==> src/rtl/ads1220_pkg.sv <==
// Shared command bytes, FSM state encodings and helpers for the ADS1220 sequencer.
package ads1220_pkg;

    localparam logic [7:0] CMD_RESET = 8'h06;
    localparam logic [7:0] CMD_START = 8'h08;
    localparam logic [7:0] CMD_WREG  = 8'h40;

    localparam int NUM_CFG_REGS = 4;

    typedef enum logic [3:0] {
        S_IDLE,
        S_RST_CMD,
        S_RST_WAIT,
        S_WREG0,
        S_WREG1,
        S_WREG2,
        S_WREG3,
        S_START_CMD,
        S_WAIT_DRDY,
        S_RD_HI,
        S_RD_LO,
        S_OUT
    } state_e;

    // Sub-steps of one SPI word inside a transaction.
    typedef enum logic [1:0] {
        PH_SETUP,
        PH_ARM,
        PH_WAIT,
        PH_GAP
    } phase_e;

    // Single-register WREG word: command with register index in bits [3:2], then the data byte.
    function automatic logic [15:0] wreg_word(input logic [1:0] idx, input logic [31:0] cfg);
        logic [31:0] shifted;
        shifted = cfg >> {idx, 3'b000};
        return {CMD_WREG | {4'b0000, idx, 2'b00}, shifted[7:0]};
    endfunction

endpackage

==> src/rtl/ads_drdy_sync.sv <==
// Brings the asynchronous DRDY line into the clk domain and flags its falling edge.
module ads_drdy_sync (
    input  logic clk,
    input  logic rst_n,
    input  logic drdy_n_i,
    output logic drdy_fall_o
);

    logic meta_q;
    logic sync_q;
    logic prev_q;

    // Two-stage synchroniser plus one history flop for edge detection; idles high like the pin.
    always_ff @(posedge clk or negedge rst_n) begin
        if (!rst_n) begin
            meta_q <= 1'b1;
            sync_q <= 1'b1;
            prev_q <= 1'b1;
        end else begin
            meta_q <= drdy_n_i;
            sync_q <= meta_q;
            prev_q <= sync_q;
        end
    end

    assign drdy_fall_o = prev_q & ~sync_q;

endmodule

==> src/rtl/ads1220_ctrl.sv <==
// ADS1220 sequencer: reset/configure the ADC over the SPI engine, then read a sample on every DRDY.
module ads1220_ctrl
    import ads1220_pkg::*;
#(
    parameter int RST_WAIT     = 3000,
    parameter int DRDY_TIMEOUT = 2000000,
    parameter int CS_GAP       = 2
) (
    input  logic        clk,
    input  logic        rst_n,
    input  logic        start_i,
    input  logic        reconfig_i,
    input  logic [31:0] cfg_i,
    input  logic        drdy_n_i,
    output logic        cs_n_o,
    output logic        spi_go_o,
    output logic [15:0] spi_wrdat_o,
    input  logic [15:0] spi_rddat_i,
    input  logic        spi_ok_i,
    output logic [23:0] data_o,
    output logic        data_valid_o,
    output logic        busy_o,
    output logic        timeout_err_o
);

    localparam logic [31:0] RST_WAIT_L = 32'(RST_WAIT);
    localparam logic [31:0] TIMEOUT_L  = 32'(DRDY_TIMEOUT);
    localparam logic [31:0] CS_GAP_L   = 32'(CS_GAP);
    localparam bit          TIMEOUT_EN = (DRDY_TIMEOUT != 0);

    state_e      state_q;
    phase_e      phase_q;
    logic [31:0] cnt_q;
    logic [31:0] cfg_q;
    logic        cs_n_q;
    logic        go_q;
    logic [15:0] wrdat_q;
    logic [15:0] hi_q;
    logic [7:0]  lo_q;
    logic [23:0] data_q;
    logic        valid_q;
    logic        terr_q;
    logic        reconf_pend_q;

    logic        drdy_fall;
    logic [15:0] xfer_word_d;
    state_e      after_state_d;
    logic        last_word_d;
    logic        reconf_now_d;

    ads_drdy_sync u_drdy_sync (
        .clk        (clk),
        .rst_n      (rst_n),
        .drdy_n_i   (drdy_n_i),
        .drdy_fall_o(drdy_fall)
    );

    // Per-state word to shift, the state that follows the transaction, and whether this word ends it.
    always_comb begin
        xfer_word_d   = 16'h0000;
        after_state_d = S_IDLE;
        last_word_d   = 1'b1;
        reconf_now_d  = reconf_pend_q | reconfig_i;
        case (state_q)
            S_RST_CMD: begin
                xfer_word_d   = {CMD_RESET, CMD_RESET};
                after_state_d = S_RST_WAIT;
            end
            S_WREG0: begin
                xfer_word_d   = wreg_word(2'd0, cfg_q);
                after_state_d = S_WREG1;
            end
            S_WREG1: begin
                xfer_word_d   = wreg_word(2'd1, cfg_q);
                after_state_d = S_WREG2;
            end
            S_WREG2: begin
                xfer_word_d   = wreg_word(2'd2, cfg_q);
                after_state_d = S_WREG3;
            end
            S_WREG3: begin
                xfer_word_d   = wreg_word(2'(NUM_CFG_REGS - 1), cfg_q);
                after_state_d = S_START_CMD;
            end
            S_START_CMD: begin
                xfer_word_d   = {CMD_START, CMD_START};
                after_state_d = S_WAIT_DRDY;
            end
            S_RD_HI: begin
                last_word_d   = 1'b0;
                after_state_d = S_RD_LO;
            end
            S_RD_LO: begin
                after_state_d = S_OUT;
            end
            default: ;
        endcase
    end

    // Main sequencer: word handshake, cs_n framing, waits/timeout and sample assembly.
    always_ff @(posedge clk or negedge rst_n) begin
        if (!rst_n) begin
            state_q       <= S_IDLE;
            phase_q       <= PH_SETUP;
            cnt_q         <= '0;
            cfg_q         <= '0;
            cs_n_q        <= 1'b1;
            go_q          <= 1'b0;
            wrdat_q       <= '0;
            hi_q          <= '0;
            lo_q          <= '0;
            data_q        <= '0;
            valid_q       <= 1'b0;
            terr_q        <= 1'b0;
            reconf_pend_q <= 1'b0;
        end else begin
            valid_q <= 1'b0;
            if (reconfig_i) reconf_pend_q <= 1'b1;
            case (state_q)
                S_IDLE: begin
                    if (start_i) begin
                        state_q       <= S_RST_CMD;
                        phase_q       <= PH_SETUP;
                        cfg_q         <= cfg_i;
                        terr_q        <= 1'b0;
                        reconf_pend_q <= 1'b0;
                        cnt_q         <= '0;
                    end
                end
                S_RST_WAIT: begin
                    if (cnt_q + 32'd1 >= RST_WAIT_L) begin
                        state_q <= S_WREG0;
                        phase_q <= PH_SETUP;
                        cnt_q   <= '0;
                    end else begin
                        cnt_q <= cnt_q + 32'd1;
                    end
                end
                S_WAIT_DRDY: begin
                    if (reconf_now_d) begin
                        state_q       <= S_RST_CMD;
                        phase_q       <= PH_SETUP;
                        cfg_q         <= cfg_i;
                        reconf_pend_q <= 1'b0;
                        cnt_q         <= '0;
                    end else if (drdy_fall) begin
                        state_q <= S_RD_HI;
                        phase_q <= PH_SETUP;
                        cnt_q   <= '0;
                    end else if (TIMEOUT_EN && (cnt_q + 32'd1 >= TIMEOUT_L)) begin
                        terr_q  <= 1'b1;
                        state_q <= S_IDLE;
                        cnt_q   <= '0;
                    end else begin
                        cnt_q <= cnt_q + 32'd1;
                    end
                end
                S_OUT: begin
                    data_q  <= {hi_q, lo_q};
                    valid_q <= 1'b1;
                    cnt_q   <= '0;
                    phase_q <= PH_SETUP;
                    if (reconf_now_d) begin
                        state_q       <= S_RST_CMD;
                        cfg_q         <= cfg_i;
                        reconf_pend_q <= 1'b0;
                    end else if (drdy_fall) begin
                        state_q <= S_RD_HI;
                    end else begin
                        state_q <= S_WAIT_DRDY;
                    end
                end
                default: begin
                    case (phase_q)
                        PH_SETUP: begin
                            cs_n_q  <= 1'b0;
                            wrdat_q <= xfer_word_d;
                            phase_q <= PH_ARM;
                        end
                        PH_ARM: begin
                            if (!spi_ok_i) begin
                                go_q    <= 1'b1;
                                phase_q <= PH_WAIT;
                            end
                        end
                        PH_WAIT: begin
                            if (spi_ok_i) begin
                                go_q <= 1'b0;
                                if (state_q == S_RD_HI) hi_q <= spi_rddat_i;
                                if (state_q == S_RD_LO) lo_q <= spi_rddat_i[15:8];
                                if (last_word_d) begin
                                    cs_n_q  <= 1'b1;
                                    phase_q <= PH_GAP;
                                    cnt_q   <= '0;
                                end else begin
                                    state_q <= after_state_d;
                                    wrdat_q <= 16'h0000;
                                    phase_q <= PH_ARM;
                                end
                            end
                        end
                        PH_GAP: begin
                            if (cnt_q + 32'd1 >= CS_GAP_L) begin
                                cnt_q   <= '0;
                                phase_q <= PH_SETUP;
                                if (after_state_d != S_WAIT_DRDY) begin
                                    state_q <= after_state_d;
                                end else if (reconf_now_d) begin
                                    state_q       <= S_RST_CMD;
                                    cfg_q         <= cfg_i;
                                    reconf_pend_q <= 1'b0;
                                end else if (drdy_fall) begin
                                    state_q <= S_RD_HI;
                                end else begin
                                    state_q <= S_WAIT_DRDY;
                                end
                            end else begin
                                cnt_q <= cnt_q + 32'd1;
                            end
                        end
                        default: phase_q <= PH_SETUP;
                    endcase
                end
            endcase
        end
    end

    assign cs_n_o        = cs_n_q;
    assign spi_go_o      = go_q;
    assign spi_wrdat_o   = wrdat_q;
    assign data_o        = data_q;
    assign data_valid_o  = valid_q;
    assign busy_o        = (state_q != S_IDLE);
    assign timeout_err_o = terr_q;

endmodule

==> config.mk <==
export PLATFORM = sky130hd
export DESIGN_NAME = ads1220_ctrl
export DESIGN_NICKNAME = d
export VERILOG_FILES = /design/src/rtl/ads1220_pkg.sv /design/src/rtl/ads_drdy_sync.sv /design/src/rtl/ads1220_ctrl.sv
export SDC_FILE = /design/constraint.sdc
export NUM_CORES = 1
export LEC_CHECK = 0
export CAP_MARGIN = 20
export CORE_ASPECT_RATIO = 1.2
export CORE_MARGIN = 8
export CORE_UTILIZATION = 45
export DETAILED_ROUTE_END_ITERATION = 16
export GPL_TIMING_DRIVEN = 0
export MAX_ROUTING_LAYER = met4
export PLACE_DENSITY = 0.68
export SYNTH_ARGS = -nofsm -noshare
export SYNTH_HDL_FRONTEND = slang
export SYNTH_HIERARCHICAL = 1
export SYNTH_SLANG_ARGS = --single-unit
==> constraint.sdc <==
create_clock -name clk -period 6.66 [get_ports clk]
set_input_delay 1.998 -clock clk [delete_from_list [all_inputs] [get_ports clk]]
set_output_delay 1.998 -clock clk [all_outputs]
set_load 0.1 [all_outputs]
# == Yosys cells after proc, flatten, opt, wreduce, memory -nomap -nowiden ==
# Index checks and enable logic that the tools add are counted.
# totals
elab_cells,141
out_inout_bits,45
reg_bits,142
# classes
reduce_logical,21
n_eq_ne,32
n_bitwise,5
order_cmp,3
addsub,1
muxes,63
# ops
cell,n
$mux W32,13
$pmux W32 S4,1
$pmux W32 S3,1
$pmux W15 S6,1
$pmux W32 S2,1
$mux W4,10
$add A32 B1 Y32 const B,1
$ge A32 B12 Y1 const B,1
$ge A32 B2 Y1 const B,1
$ge A32 B21 Y1 const B,1
$mux W16,2
$pmux W16 S2,1
$pmux W4 S8,1
$ne A6 B6 Y1 const B,4
$reduce_and A4 Y1,6
$ne A2 B2 Y1 const B,9
$eq A4 B3 Y1 const B,4
$eq A4 B4 Y1 const B,4
$mux W1,16
$mux W2,8
$pmux W2 S4,2
$pmux W4 S4,1
$reduce_and A5 Y1,2
$eq A4 B2 Y1 const B,2
other kinds (23),32

# == Logic depth before layout (Yosys ltp) ==
# Gate-level depths: netlist (run 1).
# logic_depth
word_depth,8
ltp_mapped,14
depth_no_buf,10

# == Hierarchy ==
# Netlist (run 1), hierarchy kept.
# modules_own_cells
module,instances,area_per_inst_um2,cells_each
ads1220_ctrl,1,6999.2,658
ads_drdy_sync,1,92.6,4

# == Worst setup path after synthesis (run 1) ==
# OpenSTA, ideal clock, no wires.
# synth_timing
path_type,reg-to-output
startpoint,register state_q[0]
endpoint,output busy_o
path_stages_with_launch,4
path_slack_ns,3.275
path_buffers,1
t_arrival_ns,1.387
t_required_ns,4.662
path_cell_list,dfrtp_1 clkbuf_1 nor2_1 nand2_1
# synth_via
elab_chain_cells,1
# synth_rtl
item,line,text
from (decl),ads1220_ctrl.sv:31,state_e state_q;
from (signal assigned),ads1220_ctrl.sv:196,state_q <= after_state_d;
from (signal assigned),ads1220_ctrl.sv:207,state_q <= after_state_d;
$reduce_bool A4 Y1,ads1220_ctrl.sv:233,assign busy_o = (state_q != S_IDLE);
to (decl),ads1220_ctrl.sv:22,"output logic busy_o,"
# Every way passes these cells.

# == Final worst setup path (run 1) ==
# layout_timing
startpoint,register state_q[1]
endpoint,output busy_o
# Same word-level chain as after synthesis.

==> results of run 1 <==
==> report_power, final <==
| group | switching (mW) | leakage, nW | internal, mW |
|---|---|---|---|
| combinational | 0.914 | 1.77 | 0.495 |
| clock | 0.394 | 0.283 | 0.562 |
| sequential | 0.111 | 1.81 | 1.02 |
==> area by class of cell <==
cell class,instances,area [um2],share of cell area (%)
flip-flops and latches,138,3458,38.73
multi-input cells,465,3332,37.32
repair buffers,95,967.2,10.83
clock buffers,19,432.9,4.849
plain buffers,51,277.8,3.111
well taps,208,260.3,2.915
clock inverters,13,158.9,1.780
inverters,11,41.29,0.4624
==> cells in the mapped netlist (6+ instances only) <==
library cell  instances  area [um2]
mux2_1               30       337.8
a21oi_1              15       75.07
nand3_1              30       150.1
nand2_1              54       202.7
and3_1               11       68.82
a22oi_1               9       67.56
buf_2                13       65.06
nor3_1               19       95.09
xnor2_1               7       61.31
a22o_1               10       87.58
nand4_1              16       100.1
buf_6                 6       67.56
mux2_2               54       608.1
o21ai_0              34       170.2
mux2i_1               8       80.08
and2_1               12       75.07
a31oi_1              14       87.58
inv_1                11       41.29
nor4_1               11       68.82
nor2b_1              11       68.82
o211ai_1              6       45.04
nor2_1               29       108.9
dfrtp_1             134        3353
buf_4                 6       45.04
clkbuf_1             21       78.83
==> worst max path at each step <==
stage / from / end / cells after the start / slack [ps]
CTS: state_q[1]$_DFFE_PN0P_ / busy_o / 4 / 1910
global route: state_q[1]$_DFFE_PN0P_ / busy_o / 4 / 1790
global placement: rst_n / cfg_q[29]$_DFFE_PN0P_ / 1 / -1720
finish: state_q[1]$_DFFE_PN0P_ / busy_o / 4 / 1920
floorplan: state_q[0]$_DFFE_PN0P_ / busy_o / 3 / 3270
detailed placement: state_q[1]$_DFFE_PN0P_ / busy_o / 4 / 2380
==> stage by stage <==
step / instance area [um2] / hold slack [ps] / worst slack (ps) / instances
6_report: 8929 / 357.8 / 1920 / 1000
4_1_cts: 8929 / 359.6 / 1906 / 1000
5_1_grt: 8929 / 360.6 / 1792 / 1000
2_1_floorplan: 7103 / 345.2 / 3275 / 665
3_3_place_gp: 8294 / 346.3 / -1718 / 966
3_5_place_dp: 8337 / 348.1 / 2383 / 968
==> worst register-to-register path: stages, from the launching register on <==
cell and delay [ps]:
dfrtp_1 560, ha_1 360, and3_1 190, clkbuf_2 190
nand3_1 250, nor3_1 320, mux2i_1 220, a22oi_1 120
nor4_2 510, clkbuf_1 500, buf_1 460, a31oi_1 140
o22ai_1 150
==> flip-flops by register name (all words and copies together) (netlist names) <==
name / flops
timeout_err_o: 1
state_q: 4
cnt_q: 32
cfg_q: 32
cs_n_o: 1
phase_q: 2
data_o: 24
lo_q: 8
data_valid_o: 1
spi_wrdat_o: 12
spi_go_o: 1
reconf_pend_q: 1
u_drdy_sync/prev_q: 1
hi_q: 16
u_drdy_sync/meta_q: 1
u_drdy_sync/sync_q: 1
==> layer usage <==
metal,up-vias,share of wire (%),wire length [um]
met4,0,2.5,461
li1,2674,-,-
met3,39,4.5,833
met5,-,0,0
met2,150,51,9514
met1,2813,42,7732
==> cells by family after synthesis <==
| group | Yosys count |
|---|---|
| adder cells (fa/ha/maj) | 2 |
| flip-flops | 138 |
| multiplexers | 92 |
| AO/OA/AOI/OAI | 135 |
| XOR/XNOR | 9 |
| other | 1 |
| buffers and inverters | 62 |
| AND/OR/NAND/NOR | 223 |
==> results.tsv, run 1 <==
stage	metric	value	unit
setup_path	critical_path.max_stage_delay	1150	ps
floorplan	fp.dieW	130.6	um
timing	fin_skew	9.012	ps
timing	fin_crit_sh	71.17	%
synth	synth-edff-count	0	
detailed_routing	ant_nets	0	
clocking	clk_root_buffer_cell	clkbuf_16	
setup_path	crit_fanout	10	
grt	first_global_vias	5897	
clocking	cts_buffer_depth	2	
timing	worstMarginPinSlew	1026	ps
power	ir_drop	0.2361	mV
floorplan	die-area	20050	um2
grt	grt_pass1_wl	30.56	mm
clocking	cts_tree	done	
status	outcome	complete, no violations	
floorplan	io_pins	99	
placed_design	hpwl	13.48	mm
setup_path	crit_family	buffers and inverters	
detailed_routing	dr.pass1.iters	5	
synth	synthAdderAreaFrac	0.3529	%
timing	max_freq	0.2110	GHz
clocking	cts_setup_buffers	0	
floorplan	num_rows	50	
clocking	ctsHoldBuffers	0	
synth	synth-simple-area-share	17.17	%
floorplan	core	15510	um2
grt	gr-usage-met1	23.15	%
setup_path	timing.reg2reg.setup_slack	2610	ps
floorplan	start_util	45.71	%
setup_path	cp_slowest_cell	clkdlybuf4s50_1	
floorplan	dieHeight	153.5	um
setup_path	critPathLaunchType	register	
setup_path	required	4660	ps
synth	ys_seq_elements	138	
grt	grt_use_total	19.94	%
min_path	holdCritStartpoint	u_drdy_sync/meta_q$_DFF_PN1_	
cells_and_area	final_common_cell	dfrtp_1	
setup_path	r2r_end	cnt_q[9]$_DFFE_PN0P_	
cells_and_area	fin_nets	835	
timing	relSlewSlack	31.35	%
detailed_routing	drc	0	
synth	post_synth.cell_area_avg	10.71	um2
synth	synthArstFlopShare	100.0	%
grt	met3_usage	4.810	%
timing	finalMaxSlewViolations	0	
setup_path	worstRegToRegCells	12	
timing	fin_tns_setup	0	ps
synth	synth-main-ff-cell	dfrtp_1	
cells_and_area	antenna_cells	0	
min_path	hold_end	u_drdy_sync/sync_q$_DFF_PN1_	
grt	met2_usage	32.31	%
clocking	clock_latency	430	ps
clocking	clock_sinks	138	
min_path	holdPathStages	0	
power	finalPower	3.500	mW
synth	yosys_warnings	6	
synth	synth_compound_area_share	13.59	%
timing	grt_setup_unrepaired	false	
setup_path	endpoint_kind	output pin	
detailed_routing	drt_iter0_drc	433	
synth	synthXorXnorAreaFrac	1.112	%
power	leakage	3.863	nW
clocking	numCtsBuffers	17	
detailed_routing	vias	5676	
placed_design	place.gp.congestion	0.8920	
cells_and_area	drive_above_1_share	17.42	%
synth	synth.area.mux_share	14.47	%
synth	netlist_instances	662	
run	max_cap_viol_count	0	
detailed_routing	viasPerCell	5.676	
placed_design	io_buffers	93	
clocking	clkTransAtPathRegs	60	ps
detailed_routing	wl_per_cell	18.54	um
clocking	ctsResizeCount	0	
cells_and_area	fillCellCount	1396	
cells_and_area	layout_common_cells	dfrtp_1, clkdlybuf4s50_1, nand2_1, mux2_2, o21ai_0	
min_path	min-delay-path-class	register to register	
setup_path	cp_num_buf_inv	2	
cells_and_area	syn2layout_area_growth	25.90	%
grt	grt_busiest_layer	met2	
timing	hold_violations	0	
timing	min_period	4740	ps
timing	setup_violations	0	
setup_path	timing_worst_setup_path_type	register to output pin	
cells_and_area	fin_util	57.55	%
grt	grt_overflow_total	0	
synth	ys_types	74	
grt	grt_max_degree	76	
clocking	h-tree-depth	4	
synth	ys_seq_area_share	48.76	%
synth	synth_top_family_by_area	simple AND/OR/NAND/NOR gates	
power	pwr_density_cell	392.0	nW/um2
synth	netlist_area	7092	um2
setup_path	cp.arrival	2740	ps
setup_path	crit_chain	clkbuf_1 > nor2_1 > nand2_1 > clkdlybuf4s50_1	
detailed_routing	routed_wl	18.54	mm
setup_path	rr_startpoint	cnt_q[0]$_DFFE_PN0P_	
grt	antenna_found_initial	0	
(Power assumes the default switching activity.)
==> run 2, diff against run 1 <==
--- a/config.mk
+++ b/config.mk
@@ -12,7 +12,7 @@
 export DETAILED_ROUTE_END_ITERATION = 16
 export GPL_TIMING_DRIVEN = 0
 export MAX_ROUTING_LAYER = met4
-export PLACE_DENSITY = 0.68
+export PLACE_DENSITY = 0.7
 export SYNTH_ARGS = -nofsm -noshare
 export SYNTH_HDL_FRONTEND = slang
 export SYNTH_HIERARCHICAL = 1
==> constraint.sdc (replaced) <==
create_clock -name clk -period 4.1 [get_ports clk]
set_input_delay 1.23 -clock clk [delete_from_list [all_inputs] [get_ports clk]]
set_output_delay 1.23 -clock clk [all_outputs]
set_load 0.1 [all_outputs]
==> results.tsv, run 2 (synthesis gave the netlist of run 1 again) <==
stage	metric	value	unit
floorplan	start_util	45.71	%
timing	setup_violations	0	
setup_path	cp.arrival	2710	ps
timing	worstMarginPinSlew	1031	ps
status	outcome	complete, no violations	
grt	first_global_vias	6033	
detailed_routing	viasPerCell	5.792	
power	sw_frac_of_total	41.16	%
power	clkPwrFrac	25.1	%
power	switching_power	2.279	mW
timing	fin_crit_sh	96.17	%
clocking	clk_root_buffer_cell	clkbuf_16	
setup_path	setup.worst_path.start	state_q[0]$_DFFE_PN0P_	
floorplan	num_rows	50	
detailed_routing	ant_nets	0	
setup_path	worstRegToRegCells	12	
timing	finalMaxSlewViolations	0	
timing	fin_skew	8.762	ps
clocking	cts_setup_buffers	0	
min_path	holdPathStages	0	
setup_path	r2r_end	cfg_q[21]$_DFFE_PN0P_	
timing	max_freq	0.2536	GHz
power	pwr_density_cell	623.0	nW/um2
placed_design	postPlaceCellArea	8337	um2
detailed_routing	dr.pass1.iters	6	
floorplan	die-area	20050	um2
timing	grt_setup_unrepaired	false	
placed_design	place.gp.congestion	0.9409	
cells_and_area	syn2layout_area_growth	25.30	%
timing	relSlewSlack	31.05	%
timing	fin_tns_setup	0	ps
min_path	min-delay-path-class	register to register	
floorplan	core	15510	um2
detailed_routing	wl_per_cell	18.36	um
clocking	cts_tree	done	
cells_and_area	fin_util	57.27	%
clocking	cts_buffer_depth	2	
cells_and_area	final_common_cell	dfrtp_1	
timing	min_period	3943	ps
detailed_routing	vias	5786	
cells_and_area	antenna_cells	0	
clocking	clock_sinks	138	
setup_path	required	2870	ps
setup_path	crit_fanout	10	
power	ir_drop	0.4930	mV
grt	grt_use_total	19.67	%
cells_and_area	layout_common_cells	dfrtp_1, clkdlybuf4s50_1, nand2_1, mux2_2, o21ai_0	
cells_and_area	final_cell_area	8886	um2
detailed_routing	drc	0	
cells_and_area	fin_nets	835	
floorplan	io_pins	99	
grt	antenna_found_initial	0	
min_path	hold_end	u_drdy_sync/sync_q$_DFF_PN1_	
clocking	h-tree-depth	4	
run	max_cap_viol_count	0	
setup_path	timing_worst_setup_path_type	register to output pin	
grt	grt_pass1_wl	30.70	mm
power	finalPower	5.536	mW
clocking	numCtsBuffers	17	
floorplan	dieHeight	153.5	um
min_path	holdCritStartpoint	u_drdy_sync/meta_q$_DFF_PN1_	
power	leakage	3.837	nW
timing	hold_violations	0	
setup_path	timing.reg2reg.setup_slack	240	ps
power	share_seq_of_total_power	33.5	%
grt	grt_overflow_total	0	
power	p_comb_share	41.4	%
floorplan	fp.dieW	130.6	um
detailed_routing	routed_wl	18.34	mm
placed_design	hpwl	13.32	mm
setup_path	critPathLaunchType	register	
clocking	clock_latency	420	ps
grt	grt_max_degree	75	
setup_path	rr_startpoint	cnt_q[0]$_DFFE_PN0P_	
setup_path	endpoint_kind	output pin	
detailed_routing	drt_iter0_drc	568	
cells_and_area	drive_above_1_share	17.70	%
power	intPower	3.257	mW
clocking	clkTransAtPathRegs	60	ps
placed_design	io_buffers	93	
==> run 2: cell types whose count changed in the layout (fill, tap and decap cells not counted), sizes merged <==
cell      before  now
inv           17   15
bufinv         2    0
clkinvlp       2    5
==> run 2: final cells by class <==
| type | instances | area, um2 |
|---|---|---|
| fill | 1365 | 6629 |
| sequential | 138 | 3458 |
| multi-input combinational | 465 | 3346 |
| timing repair buffer | 95 | 967.2 |
| clock buffer | 19 | 442.9 |
| buffer | 51 | 279.0 |
| tap | 208 | 260.3 |
| clock inverter | 12 | 91.34 |
| inverter | 11 | 41.29 |
==> run 2: how the worst max path moves through the flow <==
stage	slack, ps	depth (start not counted)	end
2_1_floorplan	870	12	cfg_q[10]$_DFFE_PN0P_
3_3_place_gp	-3440	1	cfg_q[15]$_DFFE_PN0P_
3_5_place_dp	40	12	cfg_q[21]$_DFFE_PN0P_
4_1_cts	9	12	cfg_q[21]$_DFFE_PN0P_
5_1_grt	60	12	cfg_q[21]$_DFFE_PN0P_
6_report	160	4	busy_o
==> run 2: power by group through the flow <==
stage               clock network (mW)  registers, mW  logic, mW
floorplan                            0           2.20       1.28
global placement                     0           1.85       2.20
detailed placement                   0           1.87       2.27
CTS                               1.41           1.85       2.28
global route                      1.47           1.88       2.46
finish                            1.39           1.85       2.29
==> run 2: through the flow <==
step	hold WS (ps)	cells	setup WS, ps
2_1_floorplan	345.2	665	871.5
3_3_place_gp	349.1	966	-3436
3_5_place_dp	355.9	968	42.24
4_1_cts	371.9	999	9.368
5_1_grt	377.5	999	61.76
6_report	369.8	999	157.1
==> run 2: critical path, cell delays in order, from the launching register on <==
cell and delay (ps):
dfrtp_1 330, clkbuf_1 390, nor2_1 210, nand2_1 180, clkdlybuf4s50_1 1170
==> run 2: what timing repair did <==
action,in CTS,in global routing
setup endpoints to repair,0,45
gates resized for setup,0,4
hold buffers,0,0
==> run 2: routing by layer <==
metal  share of wire (%)  track usage (%)  routed length, um
met1                  41            22.59               7436
met2                  53            33.49               9805
met3                 4.0            3.945                739
met4                 2.0            6.411                360
met5                   0                -                  0
